$ cat config.mk
export PLATFORM = sky130hd
export DESIGN_NAME = encoder_input_conditioner
export DESIGN_NICKNAME = d
export VERILOG_FILES = /design/src/rtl/encoder_input_conditioner_pkg.sv /design/src/rtl/encoder_input_conditioner_debounce.sv /design/src/rtl/encoder_input_conditioner.sv
export SDC_FILE = /design/constraint.sdc
export NUM_CORES = 1
export LEC_CHECK = 0
export BUFFER_PORTS_ARGS = -buffer_cell sky130_fd_sc_hd__buf_2
export CAP_MARGIN = 20
export CORE_MARGIN = 3
export CORE_UTILIZATION = 38
export CTS_CLUSTER_SIZE = 24
export DETAILED_ROUTE_END_ITERATION = 8
export SETUP_SLACK_MARGIN = 0.4
export SYNTH_ARGS = -nofsm -noshare
export SYNTH_HDL_FRONTEND = slang
export SYNTH_SLANG_ARGS = --single-unit
export TNS_END_PERCENT = 5
$ cat constraint.sdc
create_clock -name clk -period 2.2 [get_ports clk]
set_input_delay 0.44 -clock clk [delete_from_list [all_inputs] [get_ports clk]]
set_output_delay 0.44 -clock clk [all_outputs]
set_load 0.05 [all_outputs]
$ cat src/rtl/encoder_input_conditioner_pkg.sv
// Shared types and constants for the rotary-encoder input conditioner.
package encoder_pkg;

    // Quadrature decoder states; the CW and CCW paths each walk three
    // intermediate phases before a detent completes back at 00.
    typedef enum logic [2:0] {
        QS_IDLE = 3'd0,
        QS_CW1  = 3'd1,
        QS_CW2  = 3'd2,
        QS_CW3  = 3'd3,
        QS_CCW1 = 3'd4,
        QS_CCW2 = 3'd5,
        QS_CCW3 = 3'd6
    } qstate_t;

    // Debounced {a, b} phase values.
    localparam logic [1:0] PH_00 = 2'b00;
    localparam logic [1:0] PH_10 = 2'b10;
    localparam logic [1:0] PH_11 = 2'b11;
    localparam logic [1:0] PH_01 = 2'b01;

endpackage

$ cat src/rtl/encoder_input_conditioner_debounce.sv
// Single-pin conditioner: 2-FF synchroniser followed by a stability counter.
// The debounced level only follows the synchronised pin once it has differed
// from the current level for DEBOUNCE_CYCLES consecutive cycles.
module debounce_bit #(
    parameter int   DEBOUNCE_CYCLES = 100000,
    parameter logic RESET_VAL       = 1'b0,
    parameter int   CNT_W           = $clog2(DEBOUNCE_CYCLES + 1)
) (
    input  logic clk,
    input  logic rst,
    input  logic raw,
    output logic deb
);

    localparam logic [CNT_W-1:0] CNT_LAST = CNT_W'(DEBOUNCE_CYCLES - 1);

    logic             sync1;
    logic             sync2;
    logic [CNT_W-1:0] cnt;

    // Two-flop synchroniser for the asynchronous pin.
    always_ff @(posedge clk) begin
        if (rst) begin
            sync1 <= RESET_VAL;
            sync2 <= RESET_VAL;
        end else begin
            sync1 <= raw;
            sync2 <= sync1;
        end
    end

    // Count consecutive differing cycles; commit on the last one, restart on any bounce back.
    always_ff @(posedge clk) begin
        if (rst) begin
            deb <= RESET_VAL;
            cnt <= '0;
        end else if (sync2 == deb) begin
            cnt <= '0;
        end else if (cnt == CNT_LAST) begin
            deb <= sync2;
            cnt <= '0;
        end else begin
            cnt <= cnt + 1'b1;
        end
    end

endmodule

$ cat src/rtl/encoder_input_conditioner.sv
// Rotary-encoder front-end: debounces A, B and the push switch, decodes full
// quadrature detents into registered single-cycle step pulses and turns the
// debounced switch falling edge into a single-cycle press pulse.
// fsm_state exposes the decoder state for observation.
module encoder_input_conditioner
    import encoder_pkg::*;
#(
    parameter int DEBOUNCE_CYCLES = 100000,
    parameter int CNT_W           = $clog2(DEBOUNCE_CYCLES + 1)
) (
    input  logic    clk,
    input  logic    rst,
    input  logic    sia,
    input  logic    sib,
    input  logic    sw,
    output logic    cw_pulse,
    output logic    ccw_pulse,
    output logic    sw_press,
    output logic    sw_level,
    output qstate_t fsm_state
);

    logic       deb_a;
    logic       deb_b;
    logic       deb_sw;
    logic       deb_sw_q;
    logic [1:0] phase;
    logic [1:0] ph_q;
    qstate_t    state;

    debounce_bit #(.DEBOUNCE_CYCLES(DEBOUNCE_CYCLES), .RESET_VAL(1'b0), .CNT_W(CNT_W))
        u_deb_a (.clk(clk), .rst(rst), .raw(sia), .deb(deb_a));

    debounce_bit #(.DEBOUNCE_CYCLES(DEBOUNCE_CYCLES), .RESET_VAL(1'b0), .CNT_W(CNT_W))
        u_deb_b (.clk(clk), .rst(rst), .raw(sib), .deb(deb_b));

    debounce_bit #(.DEBOUNCE_CYCLES(DEBOUNCE_CYCLES), .RESET_VAL(1'b1), .CNT_W(CNT_W))
        u_deb_sw (.clk(clk), .rst(rst), .raw(sw), .deb(deb_sw));

    assign phase     = {deb_a, deb_b};
    assign sw_level  = deb_sw;
    assign fsm_state = state;

    // Quadrature decoder with registered step pulses; a double-bit phase jump is
    // ambiguous, so it aborts to IDLE without a pulse.
    always_ff @(posedge clk) begin
        if (rst) begin
            state     <= QS_IDLE;
            ph_q      <= PH_00;
            cw_pulse  <= 1'b0;
            ccw_pulse <= 1'b0;
        end else begin
            ph_q      <= phase;
            cw_pulse  <= 1'b0;
            ccw_pulse <= 1'b0;
            if ((phase ^ ph_q) == 2'b11) begin
                state <= QS_IDLE;
            end else begin
                case (state)
                    QS_IDLE: begin
                        if (phase == PH_10)      state <= QS_CW1;
                        else if (phase == PH_01) state <= QS_CCW1;
                    end
                    QS_CW1: begin
                        if (phase == PH_11)      state <= QS_CW2;
                        else if (phase == PH_00) state <= QS_IDLE;
                    end
                    QS_CW2: begin
                        if (phase == PH_01)      state <= QS_CW3;
                        else if (phase == PH_10) state <= QS_CW1;
                    end
                    QS_CW3: begin
                        if (phase == PH_00) begin
                            state    <= QS_IDLE;
                            cw_pulse <= 1'b1;
                        end else if (phase == PH_11) begin
                            state <= QS_CW2;
                        end
                    end
                    QS_CCW1: begin
                        if (phase == PH_11)      state <= QS_CCW2;
                        else if (phase == PH_00) state <= QS_IDLE;
                    end
                    QS_CCW2: begin
                        if (phase == PH_10)      state <= QS_CCW3;
                        else if (phase == PH_01) state <= QS_CCW1;
                    end
                    QS_CCW3: begin
                        if (phase == PH_00) begin
                            state     <= QS_IDLE;
                            ccw_pulse <= 1'b1;
                        end else if (phase == PH_11) begin
                            state <= QS_CCW2;
                        end
                    end
                    default: state <= QS_IDLE;
                endcase
            end
        end
    end

    // Press pulse on the debounced switch falling edge (switch is active-low).
    always_ff @(posedge clk) begin
        if (rst) begin
            deb_sw_q <= 1'b1;
            sw_press <= 1'b0;
        end else begin
            deb_sw_q <= deb_sw;
            sw_press <= deb_sw_q & ~deb_sw;
        end
    end

endmodule

# ---- Word-level counts from Yosys, hierarchy flattened
# Cells that the tools add are included.
dict set report op_classes {
  bitwise 8
  add_sub_neg 3
  reduce_logical 12
  n_mux 14
  n_eq_ne 19
}
# operator count
set ops {}
lappend ops {{adder 17 x 1 -> 17 bit (second input constant)} 3}
lappend ops {{== test 17 bit (second input constant)} 3}
lappend ops {{two-way mux 3 bit} 12}
lappend ops {{one-hot mux 3 bit (7 select lines)} 1}
lappend ops {{OR reduction 3 bit} 5}
lappend ops {{== test 3 bit (second input constant)} 3}
lappend ops {{inequality test 3 bit (second input constant)} 3}
lappend ops {{== test 2 bit (second input constant)} 3}
lappend ops {{== test 3 x 2 -> 1 bit (second input constant)} 2}
lappend ops {{NOT 1 bit} 6}
lappend ops {{AND reduction 2 bit} 3}
lappend ops {{== test 1 bit} 3}
lappend ops {{== test 3 x 1 -> 1 bit (second input constant)} 1}
lappend ops {{zero test 3 bit} 1}
lappend ops {{AND reduction 3 bit} 1}
lappend ops {{== test 2 x 1 -> 1 bit (second input constant)} 1}
lappend ops {{zero test 2 bit} 1}
lappend ops {{OR reduction 2 bit} 1}
lappend ops {{XOR 2 bit} 1}
lappend ops {{AND 1 bit} 1}
lappend ops {{two-way mux 1 bit} 1}
dict set report word_totals {
  elab_cells 74
  regBits 69
  out_inout_bits 7
  in_bits 5
}

# ---- Depth between registers and ports, before layout
dict set report depth {
  ltp_word 4
  mapped_depth 7
  mapped_depth_nobuf 6
}

# ---- Cells and area by module
# A second synthesis with hierarchy kept.
dict set report unflattened {
  hier_cells 336
  area_unflattened_um2 3154.3
}
# module area_per_inst_um2 seq_area_each_um2 instances cells_per_inst
set by_module_without_submodules {}
lappend by_module_without_submodules {{debounce_bit at u_deb_a ...} 863.3 400.4 2 92}
lappend by_module_without_submodules {{debounce_bit at u_deb_sw} 899.6 400.4 1 93}
lappend by_module_without_submodules {encoder_input_conditioner 528.0 180.2 1 59}

# ---- Worst setup path after synthesis
# OpenSTA, ideal clock, no wires.
dict set report synth_path {
  kind {register -> register}
  from {register state[0], in the netlist fsm_state[0]}
  to {register state[1], in the netlist fsm_state[1]}
  required_time_ns 2.061
  path_slack_ns 0.484
  setup_ns 0.139
  arrival_time_ns 1.577
  period_less_slack_ns 1.716
  n_path_buf 1
  path_stages_with_launch 6
  cell_sequence {dfxtp_1 clkbuf_1 nor2_1 and3_1 o41ai_1 a221oi_1}
}
dict set report synth_between {
  elab_chain_cells 3
}
# item line_no
set synth_rtl {}
lappend synth_rtl {{from (decl)} encoder_input_conditioner.sv:29} ;# qstate_t state;
lappend synth_rtl {{from (signal assigned)} encoder_input_conditioner.sv:48} ;# state <= QS_IDLE;
lappend synth_rtl {{from (signal assigned)} encoder_input_conditioner.sv:57} ;# state <= QS_IDLE;
lappend synth_rtl {{from (signal assigned)} encoder_input_conditioner.sv:61} ;# if (phase == PH_10) state <= QS_CW1;
lappend synth_rtl {{== test 3 x 2 -> 1 bit / == test 3 bit (equally long branches)} encoder_input_conditioner.sv:59} ;# case (state)
lappend synth_rtl {{inequality test 3 bit (no line)} --}
lappend synth_rtl {{AND reduction 3 bit (no line)} --}
# Parallel ways exist; a longest one is shown, timed or not.
# A chain may end at the register's enable or synchronous reset.

# ---- Worst setup path after layout
dict set report layout_path {
  from {register u_deb_a.cnt[1]}
  to {register u_deb_a.cnt[16]}
}
dict set report layout_between {
  elab_chain_cells 2
}
# item line_no
set layout_rtl {}
lappend layout_rtl {{from (decl)} encoder_input_conditioner_debounce.sv:19} ;# logic [CNT_W-1:0] cnt;
lappend layout_rtl {{from (signal assigned)} encoder_input_conditioner_debounce.sv:43} ;# cnt <= cnt + 1'b1;
lappend layout_rtl {{parallel branches: the longest is 2 deep, another holds adder 17 x 1 -> 17 bit} --}
# Parallel ways; which one is timed is not known.

==> metrics <==
Post-synth ARST share 0%; die width 96.8 microns; combined buffer and inverter count along the critical path 0; Post-Syn Instances 352; CP startpoint kind register; register bit total from synthesis 69; syn_area_per_cell a little under 9 sq um; FF-to-FF Start u_deb_a.cnt[1]; Synth area leaders dfxtp_1 (44%), xnor2_1 (7.0%), nor2_1 (6.3%), xor2_1 (4.7%), ha_1 (3.2%); Final Max Slew Viols 0; most frequent cells in the layout dfxtp_1 (66), nor2_1 (53), xnor2_1 (25); final worst-path setup slack between 0.4 and 0.5 ns; Mapped Area between 3000 and 4000 sq um; Comb power frac 1.0%; RD Place Congestion 0.815; Pint 0.00205 W; actual slew at the worst max-slew pin 0.494 ns; final hold vios 0; Pleak 1.18 nW; Post-Syn Nets between 300 and 400; global-route wire length before repair 9910 microns; crit path cell chain ha_2 > nand3_2 > or2_1 > or4_1 > a21oi_1; Setup Crit Path Kind reg -> reg; Post-synth EDFFs 0; crit path DAT about 2 ns; ys flop type dfxtp_1; dpl cells 456; outcome finished clean; crit path from u_deb_a.cnt[1]; Antenna Nets Post-Route 0; starting density of the core 40.0%; Post CTS Setup Buffer Count 0; largest net degree at the start of global routing 16; switching part of the total 19.5%; f_max 572 MHz; vias in the first global route between 2k and 2.5k; Sink Count about 70; layout cells sized above 1 11.6%; Critical Path Sink u_deb_a.cnt[16]; Die Ht 96.8 microns; Hold Path Class in -> reg; CTS tree built; final setup violation count 0; CTS buffer count 9; CP required 2.46 ns; instance count on the critical path 5; share of the synthesized area in the top cell type 44.1%; Bufs on Longest Clock Path 2; hold_buf cts 0; r2r endpoint u_deb_a.cnt[16]; clock latency on the worst-skew pair 0.34 ns; sequential power share 49.4%; final net count 378; I/O pin count 12; CP max FO 6; Final Critical Period around 1.7 ns; total gr overflow 0; post-synth top area cell dfxtp_1; P&R area growth vs syn 12.8%; DR DRC count 0; post-synth cell types 52; CP peak stage delay roughly 0.47 ns; Ys Warns 0; Routed WL 5440 microns; Placement Rows 32; Antenna Cells 0; Resized Gates After CTS 1; wire per inst 11.5 microns; FILL cells 816; Seq/Total Area, Yosys 44.1%; clock share of power 49.6%; Reg2Reg Depth 5; skew final 0.00780 ns; Worst path top cell family by delay simple AND/OR/NAND/NOR gates; crit share post-route 79.5%; net load switching power 0.000496 W; IO buf count 11; Setup WS pre-CTS 0.405 ns; Core ar. 7850 sq um; Cell Count, Final, Fillers Out 472; max cap viols 0; Crit. End Element register; Hold WS 0.288 ns; total track usage between 10% and 20%; clock transition at the registers of the reported paths 0.08 ns; DR pass1 iterations 4; initial antenna violation count 0; most common cell after layout, fill and taps aside dfxtp_1; crit path max-delay cell type or4_1; Peak VDD IR approximately 0.0004 V; drt initial violations 48; Pwr per Cell Area 721 nW/um^2; full die area 9380 sq um; Setup Total Neg Slack 0 ns; hpwl dp roughly 3700 microns; # H-tree levels 3; RSZ-0062 raised after global routing yes; Slew HR roughly two thirds; drt via density 5.06; R2R Setup Slk 0.45 ns; Root Buffer clkbuf_8; Vias 2387
-- cell families (layout without fill, tap and decap cells) --
group | count (synthesis) | in the layout | share of synthesized area [%]
compound gates | 37 | 37 | 7.46
simple gates | 171 | 171 | 29.8
flops | 69 | 69 | 44.1
mux | 2 | 2 | 0.678
buf+inv | 23 | 41 | 3.03
xor+xnor | 42 | 42 | 11.7
fa+ha+maj | 8 | 8 | 3.19
-- per-stage QoR --
stage	total power (W)	instance area [sq um]	util [%]
finish	0.00255	3540	45.1
global route	0.00264	3540	45.1
CTS	0.00258	3530	45.0
detailed placement	0.00131	3280	41.8
global placement	0.00131	3280	41.8
floorplan	0.00130	3140	-
-- cells in the mapped netlist, types with 3 or more instances --
cell and instances:
inv_1 13, nor2_1 53, and3_1 4, nor3_1 13, o21ai_0 7, nor2b_1 4, nor4_1 4, or4_1 4
ha_1 8, a21oi_1 13, and4_1 8, buf_2 4, or2_2 3, nand4_1 11, nand3_1 17, nor4b_1 3
dfxtp_1 69, xor2_1 17, nand2b_1 4, nand2_1 19, nand4_2 3, or3_1 8, clkbuf_1 5, xnor2_1 25
-- worst register-to-register path: cells and delay by family, from the launching register on --
family                     cells  cell delay [ns]
and+or+nand+nor                3             0.94
DFF                            1             0.37
adders and majority gates      1             0.22
AOI/OAI and AO/OA              1             0.15
-- routing by layer --
metal	global-route usage [%]	wire, microns	up-vias
li1	-	-	1259
met4	4.10	50	0
met1	16.5	2800	1096
met5	0	0	-
met3	3.82	172	7
met2	18.9	2410	25
-- flip-flops by register name (all words and copies together), names as in the netlist --
name,flops
cw_pulse,1
u_deb_sw.deb,1
u_deb_sw.sync1,1
sw_press,1
fsm_state,3
u_deb_a.deb,1
u_deb_b.sync2,1
u_deb_b.deb,1
ccw_pulse,1
u_deb_a.cnt,17
deb_sw_q,1
u_deb_sw.sync2,1
u_deb_b.sync1,1
u_deb_sw.cnt,17
ph_q,2
u_deb_a.sync2,1
u_deb_a.sync1,1
u_deb_b.cnt,17
-- power by group through the flow --
stage | combinational, W | clock [W] | sequential, W
floorplan | 0.0000180 | 0 | 0.00129
global placement | 0.0000259 | 0 | 0.00129
detailed placement | 0.0000260 | 0 | 0.00129
CTS | 0.0000263 | 0.00130 | 0.00126
global route | 0.0000298 | 0.00135 | 0.00126
finish | 0.0000253 | 0.00127 | 0.00126
-- how the worst min path moves through the flow --
stage                        start             end  depth (start not counted)
floorplan           u_deb_sw.sync1  u_deb_sw.sync2                          1
global placement    u_deb_sw.sync1  u_deb_sw.sync2                          1
detailed placement  u_deb_sw.sync1  u_deb_sw.sync2                          1
CTS                             sw  u_deb_sw.sync1                          2
global route                    sw  u_deb_sw.sync1                          2
finish                          sw  u_deb_sw.sync1                          2
-- cell type report --
| type | count | area (sq um) | share of cell area, % |
|---|---|---|---|
| clock buffer | 11 | 141 | 4.00 |
| clock inverter | 5 | 108 | 3.04 |
| inverter | 13 | 48.8 | 1.38 |
| multi-input combinational | 260 | 1660 | 47.0 |
| sequential | 69 | 1390 | 39.2 |
| tap | 102 | 128 | 3.61 |
| timing repair buffer | 12 | 62.6 | 1.77 |
Note: power is estimated with default switching activity, not from simulation.
